==> config.mk <==
export PLATFORM = sky130hd
export DESIGN_NAME = fetch_stage_flat
export DESIGN_NICKNAME = d
export VERILOG_FILES = /design/src/rtl/fetch_stage_if.sv /design/src/rtl/fetch_stage.sv /design/src/flat_wrapper.sv
export SDC_FILE = /design/constraint.sdc
export NUM_CORES = 1
export LEC_CHECK = 0
export CELL_PAD_IN_SITES_DETAIL_PLACEMENT = 2
export CELL_PAD_IN_SITES_GLOBAL_PLACEMENT = 2
export CORE_ASPECT_RATIO = 0.6
export CORE_MARGIN = 5
export CORE_UTILIZATION = 30
export CTS_BUF_LIST = sky130_fd_sc_hd__clkbuf_16
export CTS_CLUSTER_SIZE = 12
export DETAILED_ROUTE_END_ITERATION = 8
export PLACE_DENSITY_LB_ADDON = 0.1
export SLEW_MARGIN = 20
export SYNTH_ARGS = -nofsm -noshare
export SYNTH_HDL_FRONTEND = slang
export SYNTH_SLANG_ARGS = --single-unit
==> constraint.sdc <==
create_clock -name clk -period 2.37 [get_ports clk]
set_input_delay 0.3555 -clock clk [delete_from_list [all_inputs] [get_ports clk]]
set_output_delay 0.3555 -clock clk [all_outputs]
set_load 0.02 [all_outputs]
==> src/rtl/fetch_stage_if.sv <==
// Handshake bundle between the fetch stage, instruction memory and decode.
// master = fetch stage side, slave = memory/decode/control side.
interface fetch_stage_if;
  logic        stall;
  logic        redirect;
  logic [15:0] redirect_pc;
  logic        imem_read;
  logic [15:0] imem_address;
  logic [15:0] imem_rdata;
  logic        imem_resp;
  logic [15:0] npc;
  logic [15:0] ir;
  logic        valid;

  modport master (
    input  stall, redirect, redirect_pc, imem_rdata, imem_resp,
    output imem_read, imem_address, npc, ir, valid
  );

  modport slave (
    output stall, redirect, redirect_pc, imem_rdata, imem_resp,
    input  imem_read, imem_address, npc, ir, valid
  );
endinterface

==> src/rtl/fetch_stage.sv <==
// LC-3b instruction fetch stage.
// Keeps the PC, issues multi-cycle instruction-memory reads and hands
// npc/ir/valid to decode through registers. A redirect squashes any
// wrong-path instruction; an in-flight read is always allowed to finish
// (DRAIN) before fetching from the new target.
// Optional macro FETCH_PERF_CNT_EN adds fetch_count/squash_count outputs.
module fetch_stage #(
  parameter logic [15:0] RESET_PC = 16'h0000
) (
  input  logic          clk,
  input  logic          rst_n,
  fetch_stage_if.master bus
`ifdef FETCH_PERF_CNT_EN
  ,
  output logic [31:0]   fetch_count,
  output logic [31:0]   squash_count
`endif
);

  typedef enum logic [1:0] {
    FETCH = 2'd0,
    HOLD  = 2'd1,
    DRAIN = 2'd2
  } state_t;

  state_t      state;
  logic [15:0] pc;
  logic [15:0] tgt;
  logic [15:0] ibuf;
  logic [15:0] npc_q;
  logic [15:0] ir_q;
  logic        valid_q;

  logic [15:0] redirect_tgt;
  logic [15:0] pc_plus2;

  assign redirect_tgt = bus.redirect_pc & 16'hFFFE;
  assign pc_plus2     = pc + 16'd2;

  assign bus.imem_read    = rst_n && (state != HOLD);
  assign bus.imem_address = pc;
  assign bus.npc          = npc_q;
  assign bus.ir           = ir_q;
  assign bus.valid        = valid_q;

  // Fetch control: redirect beats stall, stall beats a memory response.
  always_ff @(posedge clk) begin
    if (!rst_n) begin
      state   <= FETCH;
      pc      <= RESET_PC;
      tgt     <= 16'h0000;
      ibuf    <= 16'h0000;
      npc_q   <= 16'h0000;
      ir_q    <= 16'h0000;
      valid_q <= 1'b0;
    end else begin
      case (state)
        FETCH: begin
          if (bus.redirect) begin
            valid_q <= 1'b0;
            if (bus.imem_resp) begin
              pc <= redirect_tgt;
            end else begin
              tgt   <= redirect_tgt;
              state <= DRAIN;
            end
          end else if (bus.stall) begin
            if (bus.imem_resp) begin
              ibuf  <= bus.imem_rdata;
              state <= HOLD;
            end
          end else if (bus.imem_resp) begin
            ir_q    <= bus.imem_rdata;
            npc_q   <= pc_plus2;
            valid_q <= 1'b1;
            pc      <= pc_plus2;
          end else begin
            valid_q <= 1'b0;
          end
        end
        HOLD: begin
          if (bus.redirect) begin
            pc      <= redirect_tgt;
            valid_q <= 1'b0;
            state   <= FETCH;
          end else if (!bus.stall) begin
            ir_q    <= ibuf;
            npc_q   <= pc_plus2;
            valid_q <= 1'b1;
            pc      <= pc_plus2;
            state   <= FETCH;
          end
        end
        DRAIN: begin
          valid_q <= 1'b0;
          if (bus.redirect) begin
            tgt <= redirect_tgt;
          end
          if (bus.imem_resp) begin
            pc    <= bus.redirect ? redirect_tgt : tgt;
            state <= FETCH;
          end
        end
        default: begin
          state   <= FETCH;
          valid_q <= 1'b0;
        end
      endcase
    end
  end

`ifdef FETCH_PERF_CNT_EN
  logic load_evt;
  logic drop_evt;

  // Classify this cycle as an instruction hand-off and/or a squashed instruction.
  always_comb begin
    load_evt = 1'b0;
    drop_evt = 1'b0;
    case (state)
      FETCH: begin
        load_evt = !bus.redirect && !bus.stall && bus.imem_resp;
        drop_evt = bus.redirect && bus.imem_resp;
      end
      HOLD: begin
        load_evt = !bus.redirect && !bus.stall;
        drop_evt = bus.redirect;
      end
      DRAIN: begin
        drop_evt = bus.imem_resp;
      end
      default: begin
        load_evt = 1'b0;
        drop_evt = 1'b0;
      end
    endcase
  end

  // Free-running event counters, wrapping at 2^32.
  always_ff @(posedge clk) begin
    if (!rst_n) begin
      fetch_count  <= 32'd0;
      squash_count <= 32'd0;
    end else begin
      if (load_evt) fetch_count <= fetch_count + 32'd1;
      if (drop_evt) squash_count <= squash_count + 32'd1;
    end
  end
`endif

endmodule

==> src/flat_wrapper.sv <==
// flat-port wrapper written by rule: the top's interface ports become plain ports
module fetch_stage_flat 
#(
  parameter logic [15:0] RESET_PC = 16'h0000
)
  (clk, rst_n, bus_stall, bus_redirect, bus_redirect_pc, bus_imem_rdata, bus_imem_resp, bus_imem_read, bus_imem_address, bus_npc, bus_ir, bus_valid);
  fetch_stage_if bus_i ();
  input  logic clk;
  input  logic rst_n;
  input wire logic [$bits(bus_i.stall)-1:0] bus_stall;
  input wire logic [$bits(bus_i.redirect)-1:0] bus_redirect;
  input wire logic [$bits(bus_i.redirect_pc)-1:0] bus_redirect_pc;
  input wire logic [$bits(bus_i.imem_rdata)-1:0] bus_imem_rdata;
  input wire logic [$bits(bus_i.imem_resp)-1:0] bus_imem_resp;
  output wire logic [$bits(bus_i.imem_read)-1:0] bus_imem_read;
  output wire logic [$bits(bus_i.imem_address)-1:0] bus_imem_address;
  output wire logic [$bits(bus_i.npc)-1:0] bus_npc;
  output wire logic [$bits(bus_i.ir)-1:0] bus_ir;
  output wire logic [$bits(bus_i.valid)-1:0] bus_valid;
  assign bus_i.stall = bus_stall;
  assign bus_i.redirect = bus_redirect;
  assign bus_i.redirect_pc = bus_redirect_pc;
  assign bus_i.imem_rdata = bus_imem_rdata;
  assign bus_i.imem_resp = bus_imem_resp;
  assign bus_imem_read = bus_i.imem_read;
  assign bus_imem_address = bus_i.imem_address;
  assign bus_npc = bus_i.npc;
  assign bus_ir = bus_i.ir;
  assign bus_valid = bus_i.valid;
  fetch_stage #(.RESET_PC(RESET_PC)) u_core (.clk(clk), .rst_n(rst_n), .bus(bus_i));
endmodule
==> metrics <==
share of layout cells above drive strength 1 9.27%; RR Endpoint u_core.bus.imem_address[15]$_SDFFE_PN0P_; First DRT Iteration DRCs 181; crit start category flip-flop; Ys Warns 0; global-route wire length before repair 20.3 mm; synthesized area per cell 9.42 um2; Hold EP u_core.tgt[0]$_SDFFE_PN0P_; post-synthesis cell area 3870 um2; fill cell count 1386; Relative slew margins 68.6%; RePlAce Congestion 0.776; Placement Setup Slack 0.0944 ns; hold path cells 2; clock latency on the worst-skew pair 0.34 ns; Port Buf Inserts 85; Final Skew 0.00292 ns; io pins 87; DRT antenna net count 0; Synth cell types 49; CTS max path bufs 2; Worst path max stage delay 0.61 ns; Max Fanout on Critical Path 9; CTS resizes 0; CTS buffer count 9; Die W 157 um; Critical Path RT 2.01 ns; Setup CP Type reg2out; worst slew pin tran 0.471 ns; clk sink count 83; routed length per instance 19.1 um; Worst R2R Setup Slack 0.39 ns; Core Area 12700 um2; maxcap violations 0; ant diodes 0; Finished Layout Cells 666; Row Count 32; vias in the first global route 3635; Power Dens Cells 688 nW/um2; Mapped Cells 411; worst setup margin 0.165 ns; Tot GR Track Use 16.9%; Slew Viols, Final 0; critical path endpoint category primary output; initial antenna violation count 0; Final nets 529; Synth Net Count 449; htree depth 3; hold path startpoint u_core.tgt[0]$_SDFFE_PN0P_; flops & latches, synth 83; final WL 12.8 mm; Async SR Flop Fraction 0%; leakage 2.33 nW; Post-DP HPWL 8.93 mm; Reg2Reg Depth 6; reg2reg start u_core.bus.imem_address[2]$_SDFFE_PN0P_; Tmin final 2.20 ns; clk root buf clkbuf_16; TNS Setup 0 ns; area of the die 15300 um2; RSZ-0062 raised after global routing no; hold_buf cts 0; Period Utilization, post-route 93.0%; ys flop type dfxtp_1; initial core utilization 30.4%; Syn-to-layout area delta 35.4%; vias post-DR 3369; CP Cell Sequence inv_2, nand2_2, and2_1, clkdlybuf4s50_1; Fin. Hold Viols 0; chip height 98.0 um; placed cells 650; mean number of vias per cell 5.06; post-CTS setup buffers 0; number of flops mapped to enable cells by yosys 0; Seq/Total Area, Yosys 42.9%; status finished clean; Final setup viols 0; pin count of the biggest net entering global routing 87; DRC viols 0; CTS tree done; Peak supply drop 0.000393 V; aggregate global routing overflow 0; Clock transition at path regs 0.06 ns; Tightest Hold Check Type reg2reg; DR pass1 iterations 4; Slowest cell on crit path clkdlybuf4s50_1; FMAX 454 MHz; Data arrival, critical path 1.85 ns
-- worst max-delay path by stage --
stage                                                       start                                        to  slack (ns)  cells past startpoint
final                                u_core.state[1]$_SDFFE_PN0P_                             bus_imem_read        0.17                      4
after global routing                 u_core.state[1]$_SDFFE_PN0P_                             bus_imem_read        0.08                      4
after CTS                            u_core.state[1]$_SDFFE_PN0P_                             bus_imem_read        0.14                      4
after detailed placement                             bus_redirect  u_core.bus.imem_address[15]$_SDFFE_PN0P_        0.09                      6
after global placement                               bus_redirect  u_core.bus.imem_address[15]$_SDFFE_PN0P_        0.14                      6
after floorplan           u_core.bus.imem_address[1]$_SDFFE_PN0P_  u_core.bus.imem_address[15]$_SDFFE_PN0P_        0.55                      6
-- area by class of cell --
class                   instances  area [um2]  area share [%]
clock buffers                   9         225            4.30
clock inverters                 7        92.6            1.77
multi-input cells             293        2030            38.7
inverters                       2        7.51           0.143
flip-flops and latches         83        1660            31.7
repair buffers                102        1010            19.3
well taps                     170         213            4.06
-- cells by family after synthesis --
| kind of cell | Yosys count | synth area share [%] |
|---|---|---|
| AO/OA/AOI/OAI | 101 | 18.8 |
| XOR/XNOR | 13 | 2.94 |
| adder cells (fa/ha/maj) | 1 | 0.323 |
| buffers and inverters | 35 | 4.62 |
| flip-flops | 83 | 42.9 |
| multiplexers | 48 | 12.4 |
| AND/OR/NAND/NOR | 130 | 18.0 |
-- power by group --
part / switching, mW / total [mW] / internal (mW) / leakage [nW]
logic: 0.292 / 0.564 / 0.272 / 1.50
registers: 0.0628 / 1.53 / 1.47 / 0.678
clock network: 0.591 / 1.51 / 0.921 / 0.153
-- metrics by stage --
step / utilization [%] / hold slack, ns / area, um2 / power, mW
after CTS: 41.2 / 0.456 / 5240 / 3.66
final: 41.2 / 0.456 / 5240 / 3.61
after detailed placement: 38.7 / 0.448 / 4920 / 2.13
after global routing: 41.2 / 0.475 / 5240 / 3.76
after floorplan: - / 0.410 / 3870 / 1.85
after global placement: 38.7 / 0.439 / 4920 / 2.11
-- per-layer routing --
layer	part of all wire, %	GRT usage (%)
met1	49	23.2
met2	46	26.5
met3	4.2	4.56
met4	0.90	3.87
met5	0	0
-- worst max-delay path: cells and delay by family, from the launching register on --
family	cells	cell delay (ns)
buffers and inverters	2	0.72
and+or+nand+nor	2	0.21
DFF	1	0.58
-- sequential cells by signal, summed over array words and instances (netlist names) --
register                 cells
u_core.state                 2
u_core.bus.imem_address     16
u_core.bus.ir               16
u_core.bus.valid             1
u_core.bus.npc              16
u_core.tgt                  16
u_core.ibuf                 16
-- Yosys cell counts, types with 2 or more instances --
cell type / count / area share, %
a221oi_1: 2 / 0.45
and3_1: 10 / 1.6
o211ai_1: 2 / 0.39
buf_2: 8 / 1.0
buf_6: 2 / 0.58
o211a_1: 24 / 6.2
nor2b_1: 34 / 5.5
o31a_1: 2 / 0.45
and2_1: 3 / 0.49
nor2_1: 9 / 0.87
mux2i_1: 48 / 12
inv_2: 2 / 0.19
and4_1: 2 / 0.45
clkbuf_1: 16 / 1.6
nand3_2: 2 / 0.52
nand3_1: 7 / 0.91
nor2_2: 3 / 0.49
a21boi_0: 4 / 0.78
nor3_1: 3 / 0.39
nand4_1: 3 / 0.49
o221a_2: 2 / 0.58
o21ai_0: 24 / 3.1
buf_4: 6 / 1.2
o21ai_1: 3 / 0.39
a221o_1: 2 / 0.52
xnor2_1: 7 / 1.6
nand2_1: 47 / 4.6
dfxtp_1: 83 / 43
xor2_1: 6 / 1.4
a21oi_1: 26 / 3.4
-- cells in the final DEF (no fill, tap or decap), drive strengths merged, types with 12 or more instances in the layout --
cell type,count
a21oi,26
buf,18
clkdlybuf4s50,84
dfxtp,83
mux2i,48
nand2,48
nor2,12
nor2b,34
o211a,24
o21ai,27
No activity file was read; power rests on OpenSTA's default activity.
